## config.mk

```make
export PLATFORM = sky130hd
export DESIGN_NAME = onchip_mem_arbiter
export DESIGN_NICKNAME = d
export VERILOG_FILES = /design/src/rtl/onchip_mem_arbiter.sv
export SDC_FILE = /design/constraint.sdc
export NUM_CORES = 1
export LEC_CHECK = 0
export BUFFER_PORTS_ARGS = -buffer_cell sky130_fd_sc_hd__buf_2
export CAP_MARGIN = 20
export CORE_MARGIN = 2
export CORE_UTILIZATION = 36
export CTS_CLUSTER_DIAMETER = 150
export CTS_CLUSTER_SIZE = 28
export DETAILED_ROUTE_END_ITERATION = 10
export PLACE_DENSITY = 0.77
export SYNTH_ARGS = -nofsm -noshare
export SYNTH_HDL_FRONTEND = slang
export SYNTH_SLANG_ARGS = --single-unit
```

## constraint.sdc

```tcl
create_clock -name clk -period 1.37 [get_ports clk]
set_input_delay 0 -clock clk [delete_from_list [all_inputs] [get_ports clk]]
set_output_delay 0 -clock clk [all_outputs]
set_load 0.01 [all_outputs]
```

## src/rtl/onchip_mem_arbiter.sv

```systemverilog
// ============================================================================
// Module   : onchip_mem_arbiter
// Purpose  : Two-master Avalon-MM arbiter in front of port s1 of the
//            2048x32 on-chip memory. It grants one single-word read or
//            write at a time, drives registered memory commands and
//            returns read data to the granted master with a
//            readdatavalid strobe.
// Options  : ARB_M0_PRIORITY_EN - when defined, m0 always wins a tie
//            (fixed priority). When undefined, ties alternate
//            (round-robin on the last grant).
// Revision : 1.0 - initial release
// ============================================================================
`default_nettype none

module onchip_mem_arbiter #(
  parameter int ADDR_W = 11,
  parameter int DATA_W = 32,
  parameter int BE_W   = 4
) (
  input  logic              clk,
  input  logic              reset_n,
  // master 0
  input  logic [ADDR_W-1:0] m0_address,
  input  logic [BE_W-1:0]   m0_byteenable,
  input  logic              m0_read,
  input  logic              m0_write,
  input  logic [DATA_W-1:0] m0_writedata,
  output logic              m0_waitrequest,
  output logic [DATA_W-1:0] m0_readdata,
  output logic              m0_readdatavalid,
  // master 1
  input  logic [ADDR_W-1:0] m1_address,
  input  logic [BE_W-1:0]   m1_byteenable,
  input  logic              m1_read,
  input  logic              m1_write,
  input  logic [DATA_W-1:0] m1_writedata,
  output logic              m1_waitrequest,
  output logic [DATA_W-1:0] m1_readdata,
  output logic              m1_readdatavalid,
  // memory port s1
  output logic [ADDR_W-1:0] mem_address,
  output logic [BE_W-1:0]   mem_byteenable,
  output logic [DATA_W-1:0] mem_writedata,
  output logic              mem_chipselect,
  output logic              mem_write,
  output logic              mem_clken,
  input  logic [DATA_W-1:0] mem_readdata
);

  typedef enum logic [1:0] {
    IDLE  = 2'd0,
    ISSUE = 2'd1,
    RDATA = 2'd2
  } state_t;

  state_t state_q;
  state_t state_d;

  logic   owner_q;     // 0 = m0 holds the memory, 1 = m1
  logic   is_rd_q;     // granted command is a read
  logic   req0;
  logic   req1;
  logic   any_req;
  logic   winner;
  logic   take;        // latch a new command this cycle

`ifndef ARB_M0_PRIORITY_EN
  logic   last_grant_q;
`endif

  // Request decode: a master requests when it asserts read or write.
  always_comb begin
    req0    = m0_read | m0_write;
    req1    = m1_read | m1_write;
    any_req = req0 | req1;
    take    = (state_q == IDLE) && any_req;
  end

  // Winner selection; a lone requester always wins, ties depend on the build.
  always_comb begin
    winner = 1'b0;
    if (req0 && req1) begin
`ifdef ARB_M0_PRIORITY_EN
      winner = 1'b0;
`else
      winner = ~last_grant_q;
`endif
    end else if (req1) begin
      winner = 1'b1;
    end
  end

  // Next-state logic: arbitration only happens from IDLE.
  always_comb begin
    state_d = state_q;
    case (state_q)
      IDLE:    if (any_req) state_d = ISSUE;
      ISSUE:   state_d = is_rd_q ? RDATA : IDLE;
      RDATA:   state_d = IDLE;
      default: state_d = IDLE;
    endcase
  end

  // State register; reset drops any outstanding read.
  always_ff @(posedge clk or negedge reset_n) begin
    if (!reset_n) begin
      state_q <= IDLE;
    end else begin
      state_q <= state_d;
    end
  end

  // Command capture: the winner's command is frozen here, so a master that
  // drops its request after this point still gets its transfer executed.
  always_ff @(posedge clk or negedge reset_n) begin
    if (!reset_n) begin
      owner_q        <= 1'b0;
      is_rd_q        <= 1'b0;
      mem_address    <= '0;
      mem_byteenable <= '0;
      mem_writedata  <= '0;
    end else if (take) begin
      owner_q <= winner;
      if (winner) begin
        is_rd_q        <= m1_read & ~m1_write;
        mem_address    <= m1_address;
        mem_byteenable <= m1_byteenable;
        mem_writedata  <= m1_writedata;
      end else begin
        is_rd_q        <= m0_read & ~m0_write;
        mem_address    <= m0_address;
        mem_byteenable <= m0_byteenable;
        mem_writedata  <= m0_writedata;
      end
    end
  end

`ifndef ARB_M0_PRIORITY_EN
  // Round-robin history; starts at 1 so m0 wins the first tie.
  always_ff @(posedge clk or negedge reset_n) begin
    if (!reset_n) begin
      last_grant_q <= 1'b1;
    end else if (take) begin
      last_grant_q <= winner;
    end
  end
`endif

  // Memory strobes and master handshakes, all decoded from registered state.
  always_comb begin
    mem_clken        = 1'b1;
    mem_chipselect   = (state_q == ISSUE);
    mem_write        = (state_q == ISSUE) && !is_rd_q;
    m0_waitrequest   = !((state_q == ISSUE) && !owner_q);
    m1_waitrequest   = !((state_q == ISSUE) &&  owner_q);
    m0_readdatavalid = (state_q == RDATA) && !owner_q;
    m1_readdatavalid = (state_q == RDATA) &&  owner_q;
    m0_readdata      = m0_readdatavalid ? mem_readdata : '0;
    m1_readdata      = m1_readdatavalid ? mem_readdata : '0;
  end

endmodule

`default_nettype wire

```

=== Yosys cells after proc, flatten, opt, wreduce, memory -nomap -nowiden ===
Index checks and enable logic that the tools add are counted.
Widths: inputs -> output; s select.

* Register bits after elaboration: 52
* Input bits: 132
* Output and inout bits: 118
* Word-level logic and storage cells: 41

* Equal/unequal tests: 3
* Mux-type cells: 11
* Bitwise gates (word level): 8
* Reduce and logical (&&, ||, !) cells: 12

{| class="wikitable"
|+ Operators by type and width
! cell !! number
|-
| $mux 32 || 3
|-
| $mux 11 || 1
|-
| $logic_and 1x1->1 || 7
|-
| $logic_not 1->1 || 4
|-
| $mux 2 || 2
|-
| $mux 4 || 1
|-
| $pmux 2 s2 || 1
|-
| $mux 1 || 3
|-
| $not 1->1 || 3
|-
| $or 1x1->1 || 3
|-
| $and 1x1->1 || 2
|-
| $eq 2x1->1 const B || 1
|-
| $eq 2x2->1 const B || 1
|-
| $logic_not 2->1 || 1
|-
| $ne 2x2->1 const B || 1
|}

=== Depth between registers and ports, before layout ===
* Depth after elaboration: 4
* Mapped depth: 7
* Depth with buffers taken out: 3

=== Least setup slack after synthesis ===
Ideal clock, no wire load.

* Kind: register to register
* Start: register last_grant_q
* End: register mem_writedata[10]
* Library setup time: 82 ps
* Data arrival time: 1,367 ps
* Required time: 1,288 ps
* Path slack: -78 ps
* Cell stages (with the launch flop): 6
* Path buffers: 2
* Period minus slack after synthesis: 1,448 ps
* Cells stage by stage: dfstp_2 -> o21a_1 -> clkbuf_1 -> clkbuf_1 -> o21ai_0 -> a31oi_1

* Cells in the longest elaborated chain, start to end: 3

{| class="wikitable"
|+ RTL lines
! element !! line !! text
|-
| start, declared || 68 || <nowiki>logic last_grant_q;</nowiki>
|-
| start signal, assigned || 144 || <nowiki>last_grant_q <= winner;</nowiki>
|-
| $not 1->1 || 86 || <nowiki>winner = ~last_grant_q;</nowiki>
|-
| $mux 1 || 82 || <nowiki>if (req0 && req1) begin</nowiki>
|-
| $mux 32 || 124 || <nowiki>if (winner) begin</nowiki>
|-
| end signal, assigned || 128 || <nowiki>mem_writedata <= m1_writedata;</nowiki>
|-
| end signal, assigned || 133 || <nowiki>mem_writedata <= m0_writedata;</nowiki>
|-
| end, declared || 43 || <nowiki>output logic [DATA_W-1:0] mem_writedata,</nowiki>
|}

Every way passes these cells.
A chain may end at the register's enable or synchronous reset.

=== Worst setup path after layout ===
* Start: register state_q[0]
* End: output port m0_readdata[14]

* Cells in the longest elaborated chain, start to end: 3

{| class="wikitable"
|+ RTL lines
! element !! line !! text
|-
| start, declared || 56 || <nowiki>state_t state_q;</nowiki>
|-
| start signal, assigned || 109 || <nowiki>state_q <= state_d;</nowiki>
|-
| $eq 2x2->1 || 156 || <nowiki>m0_readdatavalid = (state_q == RDATA) && !owner_q;</nowiki>
|-
| $logic_and 1x1->1 || 156 ||
|-
| $mux 32 || 158 || <nowiki>m0_readdata = m0_readdatavalid ? mem_readdata : '0;</nowiki>
|-
| end, declared || 29 || <nowiki>output logic [DATA_W-1:0] m0_readdata,</nowiki>
|}

Every way passes these cells.

==> impl_metrics.py <==
metrics = {
    "finish": {
        "layout_commonest_cell": "buf_2",
        "final_cell_mix": "buf_2 (245), dlygate4sd3_1 (92), and2_1 (63)",
        "fill_cells": 642,
        "fin_cells": 820,
        "final_cell_area_mm2": 0.005978,
        "layout.nets": 842,
        "syn_to_final_growth_pct": 89.68,
        "finish.utilization_pct": 69.57,
        "drive_above_1_share_pct": 43.32,
    },
    "clock_tree": {
        "clk_pin_slew_ns": 0.09,
        "cts_made_buffers": 5,
        "clk_latency_ns": 0.30,
        "clock-sinks": 52,
        "htree_levels": 2,
        "tritoncts": "built",
        "cts_root_buf": "clkbuf_8",
        "clockBufferDepth": 2,
    },
    "worst_setup_path": {
        "worstSetupPathType": "reg2out",
        "cpPeakStageDelay_ns": 0.42,
        "crit_arrival_ns": 1.44,
        "rrSetupSlack_ns": -0.04,
        "cp.required_ns": 1.37,
        "end_kind": "output pin",
        "crit_chain": "nor3b_2 > buf_12 > and2_1 > buf_2",
        "critPathSlowestCell": "dfrtp_1",
        "r2r_start": "state_q[1]",
        "worstSetupStartpoint": "state_q[0]",
        "crit_fanout": 33,
        "start_kind": "register",
    },
    "detailed_routing": {
        "wl_per_cell_um": 17.87,
        "vias_per_cell": 5.412,
        "top_layer_used": "met4",
        "routed_wl_um": 14650,
        "drc_errors": 0,
        "ant_nets": 0,
        "first_pass_iters": 7,
        "vias": 4438,
        "wl_met2_um": 7582,
        "met3_length_um": 997,
        "drt-initial-drc-count": 322,
        "m1WireLength_um": 5075,
    },
    "placed_design": {
        "dp_hpwl_um": 8431,
        "place.gp.congestion": 0.9437,
        "dpl_cell_area_mm2": 0.004598,
        "post-place-ws_ns": -0.06947,
        "place_inst": 701,
        "io_buffer_count": 248,
    },
    "synth": {
        "syn_area_per_cell_um2": 8.518,
        "synth.distinct_cells": 23,
        "synth_top_area_share_pct": 40.49,
        "syn_inst": 370,
        "synth-seq-area-share_pct": 41.33,
        "netlist_area_mm2": 0.003152,
        "synth_fp_nets": 502,
        "synth_seq_cells": 52,
        "netlist_top_cells_area": "dfrtp_1 (40%), and2_1 (13%), nand3b_1 (11%)",
        "yosysTopAreaCell": "dfrtp_1",
        "ys.warnings.count": 0,
    },
    "power_and_ir_drop": {
        "peakVddDrop_mv": 0.9712,
        "power_uw": 10800,
        "leakage_uw": 0.002905,
        "power_density_mw_per_mm2": 1806,
    },
    "sta": {
        "skew_ns": 0.007508,
        "finalCritPeriodShare_pct": 104.8,
        "max_freq_mhz": 696.2,
        "setup_slack_ns": -0.06642,
        "drv_slew": 0,
        "setup_violations": 68,
        "rsz0062_at_grt": "yes",
        "hold_viol": 0,
        "min_period_ns": 1.436,
    },
    "hold_path": {
        "holdCritPathClass": "in2reg",
        "min-delay-start": "m1_writedata[13]",
    },
    "outcome": {
        "violations": "setup timing",
        "status": "complete, but fails checks",
    },
    "die": {
        "die_x_um": 97.57,
        "pin_count": 250,
        "core_mm2": 0.008593,
        "start_util_pct": 36.68,
        "dieHeight_um": 97.57,
        "die_area_mm2": 0.009519,
        "fp-row-count": 34,
    },
    "grt": {
        "overflow": 0,
        "track_usage_pct": 27.29,
        "grt_max_degree": 62,
        "grt_pass1_wl_um": 21130,
        "antenna_found_initial": 1,
        "first_global_vias": 4337,
    },
    "run": {
        "drv_cap": 0,
    },
}
## stage by stage
stage	TNS [ns]	hold WS [ns]
after floorplan	-0.06628	-0.2956
after global placement	0	-0.04861
after detailed placement	-0.4809	-0.03801
after CTS	-2.499	0.001011
after global routing	-9.816	0.01042
final	-2.649	0.02164
## synth_stat cells
cell      count
a21oi_1      48
a31oi_1      48
and2_1       66
and3b_1       1
buf_2         1
buf_4         1
buf_6         3
clkbuf_1     39
conb_1        1
dfrtp_1      51
dfstp_2       1
inv_1         1
mux2_2        2
nand2_1       1
nand2b_1      1
nand3b_1     48
nor2_1        3
nor2b_1       2
nor3b_1       1
o211ai_1      1
o21a_1        1
o21ai_0      48
or4_1         1
## worst paths after layout
check / depth (start not counted) / to
max: 4 / m0_readdata[14]
min: 3 / mem_writedata[13]
max reg2reg: 4 / owner_q
min reg2reg: 1 / state_q[1]
max in group asynchronous: 3 / last_grant_q
min in group asynchronous: 2 / mem_writedata[4]
## report_power, final
part | switching (uW) | internal (uW)
logic | 3570 | 3460
registers | 496 | 2370
clock network | 501 | 405
## per-layer routing
metal  vias to the layer above  global-route usage (%)
li1                       2001                       -
met1                      2039                   28.60
met2                       312                   49.18
met3                        86                   4.892
met4                         0                   18.70
met5                         -                       0
## cells by family (layout without fill, tap and decap cells)
| family | count (synthesis) | count (layout) | share of synthesized area [%] |
|---|---|---|---|
| multiplexers | 2 | 2 | 0.7145 |
| AO/OA/AOI/OAI | 146 | 146 | 25.25 |
| other | 1 | 2 | 0.1190 |
| AND/OR/NAND/NOR | 124 | 125 | 26.36 |
| flip-flops | 52 | 52 | 41.33 |
| buffers and inverters | 45 | 385 | 6.232 |
## final cells by class
type	count	area, um2	area share [%]
Timing Repair Buffer	376	2716	45.44
Inverter	1	3.754	0.06279
Clock buffer	6	82.58	1.381
Sequential cell	52	1303	21.79
Clock inverter	2	10.01	0.1674
Multi-Input combinational cell	274	1725	28.86
Tap cell	108	135.1	2.260
Antenna cell	1	2.502	0.04186
## state kept, by name, summed over array words and instances, names as in the netlist
register and flops:
state_q 2, is_rd_q 1, mem_address 11, owner_q 1, mem_writedata 32, last_grant_q 1, mem_byteenable 4
## worst max-delay path, delay by kind of cell, from the launching register on
| family | cells | cell delay, ns |
|---|---|---|
| buf+inv | 2 | 0.32 |
| simple gates | 2 | 0.40 |
| flops | 1 | 0.42 |
## timing repair
action / 4_1_cts / 5_1_grt
resized for setup: 6 / 20
setup buffers: 3 / 4
pin swaps: 2 / 5
hold endpoints to repair: 63 / 0
hold buffers: 92 / 0
cloned: 0 / 11
setup endpoints to repair: 90 / 116
Note: power is estimated with default switching activity, not from simulation.
